### src/rtl/text_char_renderer.sv
// Text-mode pixel pipeline: raster position -> text RAM read -> font ROM address -> serialised
// RGB444 pixel, with syncs delayed to match and a blinking cursor overlaid on the character grid.
module text_char_renderer #(
    parameter int          TEXT_COLS        = 80,
    parameter int          TEXT_ROWS        = 30,
    parameter logic [11:0] FG_COLOR         = 12'hFFF,
    parameter logic [11:0] BG_COLOR         = 12'h000,
    parameter int          BLINK_FRAMES     = 30,
    parameter bit          VSYNC_ACTIVE_LOW = 1'b1
) (
    input  logic        clk,
    input  logic        rst_n,
    input  logic [9:0]  pixel_x,
    input  logic [9:0]  pixel_y,
    input  logic        video_on,
    input  logic        hsync_in,
    input  logic        vsync_in,
    input  logic [6:0]  cursor_col,
    input  logic [4:0]  cursor_row,
    input  logic        cursor_en,
    output logic [11:0] text_addr,
    input  logic [7:0]  text_data,
    output logic [10:0] font_bitmap_addr,
    input  logic [7:0]  font_bitmap_byte,
    output logic [11:0] rgb,
    output logic        text_pixel,
    output logic        hsync_out,
    output logic        vsync_out,
    output logic        video_on_out
);

    localparam int              FC_W    = (BLINK_FRAMES > 1) ? $clog2(BLINK_FRAMES) : 1;
    localparam logic [FC_W-1:0] FC_LAST = FC_W'(BLINK_FRAMES - 1);
    localparam logic [7:0]      COLS_L  = 8'(TEXT_COLS);
    localparam logic [6:0]      ROWS_L  = 7'(TEXT_ROWS);

    function automatic logic [11:0] cell_addr(input logic [5:0] row, input logic [6:0] col);
        return 12'(12'(row) * 12'(TEXT_COLS)) + 12'(col);
    endfunction

    logic [6:0] col_p1;
    logic [5:0] cell_row_p1;
    logic [3:0] glyph_row_p1, glyph_row_p2;
    logic [2:0] bit_sel_p1, bit_sel_p2, bit_sel_p3;
    logic       cur_hit_p1, cur_hit_p2, cur_hit_p3;
    logic       in_region_p1, in_region_p2, in_region_p3;
    logic       hsync_p1, hsync_p2, hsync_p3;
    logic       vsync_p1, vsync_p2, vsync_p3;
    logic       vld_p1, vld_p2, vld_p3;
    logic       inv_p3;
    logic       cur_match, lit;
    logic            vsync_q, vs_edge, blink_phase;
    logic [FC_W-1:0] frame_cnt;

    // An off-grid cursor position can never match a visible cell.
    assign cur_match = cursor_en
                       && (pixel_x[9:3] == cursor_col)
                       && (pixel_y[9:4] == {1'b0, cursor_row})
                       && ({1'b0, cursor_col} < COLS_L)
                       && ({2'b0, cursor_row} < ROWS_L);

    // ---- S1: split raster position into cell / glyph coordinates ----
    always_ff @(posedge clk or negedge rst_n) begin
        if (!rst_n) begin
            col_p1       <= '0;
            cell_row_p1  <= '0;
            glyph_row_p1 <= '0;
            bit_sel_p1   <= '0;
            cur_hit_p1   <= 1'b0;
            hsync_p1     <= 1'b0;
            vsync_p1     <= 1'b0;
            vld_p1       <= 1'b0;
        end else begin
            col_p1       <= pixel_x[9:3];
            cell_row_p1  <= pixel_y[9:4];
            glyph_row_p1 <= pixel_y[3:0];
            bit_sel_p1   <= pixel_x[2:0];
            cur_hit_p1   <= cur_match;
            hsync_p1     <= hsync_in;
            vsync_p1     <= vsync_in;
            vld_p1       <= video_on;
        end
    end

    assign in_region_p1 = ({1'b0, col_p1} < COLS_L) && ({1'b0, cell_row_p1} < ROWS_L);
    assign text_addr    = in_region_p1 ? cell_addr(cell_row_p1, col_p1) : 12'd0;

    // ---- S2: text RAM data returns, form the font ROM address ----
    always_ff @(posedge clk or negedge rst_n) begin
        if (!rst_n) begin
            glyph_row_p2 <= '0;
            bit_sel_p2   <= '0;
            in_region_p2 <= 1'b0;
            cur_hit_p2   <= 1'b0;
            hsync_p2     <= 1'b0;
            vsync_p2     <= 1'b0;
            vld_p2       <= 1'b0;
        end else begin
            glyph_row_p2 <= glyph_row_p1;
            bit_sel_p2   <= bit_sel_p1;
            in_region_p2 <= in_region_p1;
            cur_hit_p2   <= cur_hit_p1;
            hsync_p2     <= hsync_p1;
            vsync_p2     <= vsync_p1;
            vld_p2       <= vld_p1;
        end
    end

    assign font_bitmap_addr = {text_data[6:0], glyph_row_p2};

    // ---- S3: font byte returns, pick the pixel bit ----
    always_ff @(posedge clk or negedge rst_n) begin
        if (!rst_n) begin
            bit_sel_p3   <= '0;
            inv_p3       <= 1'b0;
            in_region_p3 <= 1'b0;
            cur_hit_p3   <= 1'b0;
            hsync_p3     <= 1'b0;
            vsync_p3     <= 1'b0;
            vld_p3       <= 1'b0;
        end else begin
            bit_sel_p3   <= bit_sel_p2;
            inv_p3       <= text_data[7];
            in_region_p3 <= in_region_p2;
            cur_hit_p3   <= cur_hit_p2;
            hsync_p3     <= hsync_p2;
            vsync_p3     <= vsync_p2;
            vld_p3       <= vld_p2;
        end
    end

    // Inverse and an active cursor each flip the pixel, so together they cancel.
    assign lit = font_bitmap_byte[3'd7 - bit_sel_p3] ^ inv_p3 ^ (cur_hit_p3 & blink_phase);

    // ---- Output: registered colour, lit flag and delayed syncs ----
    always_ff @(posedge clk or negedge rst_n) begin
        if (!rst_n) begin
            rgb          <= '0;
            text_pixel   <= 1'b0;
            hsync_out    <= 1'b0;
            vsync_out    <= 1'b0;
            video_on_out <= 1'b0;
        end else begin
            if (vld_p3 && in_region_p3) rgb <= lit ? FG_COLOR : BG_COLOR;
            else                        rgb <= 12'h000;
            text_pixel   <= lit & in_region_p3 & vld_p3;
            hsync_out    <= hsync_p3;
            vsync_out    <= vsync_p3;
            video_on_out <= vld_p3;
        end
    end

    assign vs_edge = VSYNC_ACTIVE_LOW ? (vsync_q & ~vsync_in) : (~vsync_q & vsync_in);

    always_ff @(posedge clk or negedge rst_n) begin
        if (!rst_n) begin
            vsync_q     <= 1'b0;
            frame_cnt   <= '0;
            blink_phase <= 1'b0;
        end else begin
            vsync_q <= vsync_in;
            if (vs_edge) begin
                if (frame_cnt == FC_LAST) begin
                    frame_cnt   <= '0;
                    blink_phase <= ~blink_phase;
                end else begin
                    frame_cnt <= frame_cnt + 1'b1;
                end
            end
        end
    end

endmodule

### config.mk
export PLATFORM = sky130hd
export DESIGN_NAME = text_char_renderer
export DESIGN_NICKNAME = d
export VERILOG_FILES = /design/src/rtl/text_char_renderer.sv
export SDC_FILE = /design/constraint.sdc
export NUM_CORES = 1
export LEC_CHECK = 0
export CAP_MARGIN = 10
export CORE_AREA = 2 2 92 68
export DETAILED_ROUTE_END_ITERATION = 8
export DIE_AREA = 0 0 94 70
export GPL_TIMING_DRIVEN = 0
export PLACE_DENSITY = 0.78
export SYNTH_ARGS = -nofsm -noshare
export SYNTH_HDL_FRONTEND = slang
export SYNTH_SLANG_ARGS = --single-unit
### constraint.sdc
create_clock -name clk -period 3.2 [get_ports clk]
set_input_delay 0.64 -clock clk [delete_from_list [all_inputs] [get_ports clk]]
set_output_delay 0.64 -clock clk [all_outputs]
set_load 0.03 [all_outputs]
==> run_results.csv <==
group,metric,value,unit
outcome,status,"complete, but fails checks",
outcome,violations,"negative setup slack",
timing,slew_violations,0,
placement,globalplace.congestion,0.840,
synth,syn_nets,263,
drt,firstDrtPassIters,4,
timing,fmax,304,MHz
synth,yosysUniqueCellTypes,35,
timing,slew-limit-headroom,60.5,%
worst_setup_path,critPathLaunchType,"flop",
worst_setup_path,rr_worst_depth,5,
synth,synth_top_area_share,57.6,%
worst_setup_path,setup.worst_path.class,"flop to output port",
pwr,pwr-share-comb,24.8,%
final_layout,layout-drive-gt1-share,15.0,%
timing,final_hold_viol_count,0,
timing,setup_ws,-85.5,ps
pwr,power.internal,1.21,mW
worst_setup_path,end_kind,"output port",
floorplan,chipHeight,70,um
drt,drt_iter0_drc,53,
pwr,ir_worst_vdd,0.228,mV
global_route,grt_pass1_wl,7690,um
floorplan,pin_count,93,
cts,clk_latency,300,ps
cts,cts_max_level,2,
synth,yosys-top-cells-area,"dfrtp_1 (58%), ha_1 (6.7%), buf_4 (5.6%), xnor2_1 (4.0%), mux4_1 (2.2%)",
global_route,grt_max_degree,34,
final_layout,diodes,0,
timing,min_period_over_period,103,%
synth,syn_avg_cell_area,12.5,um^2
global_route,grtUsageTotal,15.4,%
worst_setup_path,cp_data_required_time,2560,ps
floorplan,die_x,94,um
final_layout,final_common_cell,"clkdlybuf4s50_1",
global_route,antenna_found_initial,0,
global_route,grt_pass1_vias,1676,
synth,synth_cells,194,
timing,worst_hold_slack,313,ps
timing,fin_skew,5.77,ps
cts,clkSinkCount,56,
placement,port_buffers,85,
drt,detail_route.vias_per_cell,4.64,
synth,syn_area,2430,um^2
final_layout,layout_common_cells,"clkdlybuf4s50_1 (73), dfrtp_1 (56), buf_4 (24), ha_1 (11), nor2_1 (10)",
global_route,overflow,0,
cts,cts_tree,"yes",
cts,cts_made_buffers,5,
timing,setup_violations,1,
worst_setup_path,path_max_fanout,4,
timing,period_minus_slack,3290,ps
floorplan,die-area,6580,um^2
drt,finalWirelength,5120,um
synth,yosys_warnings,0,
drt,drtAntennaViolNets,0,
floorplan,num_rows,24,
synth,synthFlopType,"dfrtp_1",
synth,ys_seq_area_share,57.6,%
synth,yosys.area.top_type,"dfrtp_1",
cts,ctsRootBufferMaster,"clkbuf_8",
drt,vias,1721,
pwr,p_sw_share,27.2,%
drt,drc,0,
pwr,p_clk_share,27.1,%
pwr,p_switching,452,uW
worst_setup_path,arrival,2650,ps
final_layout,utilization,61.1,%
synth,synth-seq-cells,56,
timing,rsz0062_at_grt,"yes",
final_layout,area_growth,47.0,%
cts,clockBufferDepth,2,
floorplan,initial_core_util,41.6,%
pwr,power_frac_seq,48.1,%
min_path,hold_class,"primary input to async pin",
cts,cts_hold_buf,0,
synth,synth-async-reset-ratio,100,%
cts,clkTransAtPathRegs,100,ps
final_layout,fin_nets,361,
drt,wl_per_cell,13.8,um
timing,worst_pin_slew,577,ps
synth,synth_enable_flop_cells,0,
job,maxCapViolations,0,
placement,dp_hpwl,3980,um
pwr,p_leak,1.65,nW
floorplan,coreArea,5860,um^2
pwr,power.density,465,nW/um^2
[final timing paths]
check,slack [ps],end,start
min reg2reg,350,bit_sel_p3[0],bit_sel_p2[0]
max,-90,text_addr[11],cell_row_p1[1]
max reg2reg,1580,in_region_p2,col_p1[5]
min,310,vsync_out,rst_n
min in group clk,350,bit_sel_p3[0],bit_sel_p2[0]
max in group asynchronous,2330,col_p1[3],rst_n
[cell type report]
type                    count  area [um^2]
fillers                   483         2280
plain buffers              20          143
multi-input cells         108          892
inverters                  10         37.5
repair buffers             91          895
well taps                  78         97.6
clock inverters             2         38.8
clock buffers               6         72.6
flip-flops and latches     56         1400
[worst max-delay path, cell delays in order (launching register included)]
cell and delay [ps]:
dfrtp_1 420, ha_1 290, ha_2 180, inv_2 50, fa_2 450, nand3b_1 190, o21ai_2 150, nand4_1 140
mux2_4 330, buf_6 140
[power groups by stage]
stage,sequential (mW),combinational (mW),clock (mW)
after floorplan,0.815,0.210,0
after global placement,0.812,0.376,0
after detailed placement,0.814,0.391,0
after CTS,0.800,0.401,0.468
after global routing,0.808,0.449,0.494
final,0.800,0.412,0.452
[logic make-up after synthesis]
| kind of cell | count (synthesis) | share of synthesized area, % |
|---|---|---|
| DFF | 56 | 57.6 |
| AOI/OAI and AO/OA | 20 | 5.14 |
| muxes | 4 | 3.03 |
| adders and majority gates | 15 | 8.33 |
| buffers and inverters | 30 | 7.40 |
| and+or+nand+nor | 52 | 11.8 |
| xor gates and xnor gates | 17 | 6.73 |
[synthesized netlist by cell type (2+ instances only)]
cell       n
mux4_1     2
nand2_1    7
a21oi_1    3
xor2_1     5
nor3_1     4
nand2b_1   3
dfrtp_1   56
clkbuf_1   2
nor2b_1    4
fa_1       2
and3_1     3
xnor2_1   11
buf_4     18
and2_1     6
nand3b_1   4
o31ai_1    4
nand4_1    3
nand3_1    2
o21ai_0    8
nor2_1    10
a21o_1     2
inv_1     10
ha_1      13
[per-layer routing]
| metal | up-vias | global-route usage, % | routed length (um) |
|---|---|---|---|
| met4 | 0 | 2.42 | 12 |
| met1 | 820 | 19.6 | 2110 |
| met2 | 65 | 26.7 | 2650 |
| met3 | 2 | 4.31 | 346 |
| met5 | - | 0 | 0 |
| li1 | 834 | - | - |
[sequential cells by signal, indices dropped and copies added, names as in the netlist, 3 cells and up]
name          count
bit_sel_p1        3
bit_sel_p2        3
bit_sel_p3        3
cell_row_p1       6
col_p1            7
frame_cnt         5
glyph_row_p1      4
glyph_row_p2      4
[repair_timing]
| item | 4_1_cts | 5_1_grt |
|---|---|---|
| gates cloned | 0 | 0 |
| buffers inserted | 3 | 2 |
| gates resized for setup | 30 | 6 |
| pin swaps | 6 | 3 |
| setup endpoints to repair | 9 | 5 |
[per-stage QoR]
| stage | TNS (ps) | setup slack [ps] | area [um^2] | std cells | total power, mW |
|---|---|---|---|---|---|
| global route | -187 | -170 | 3580 | 371 | 1.75 |
| finish | -85.5 | -85.5 | 3580 | 371 | 1.66 |
| global placement | -7250 | -469 | 3380 | 357 | 1.19 |
| CTS | -154 | -154 | 3530 | 369 | 1.67 |
| floorplan | 0 | 280 | 2430 | 194 | 1.03 |
| detailed placement | -1040 | -480 | 3400 | 358 | 1.21 |
(Power assumes the default switching activity.)
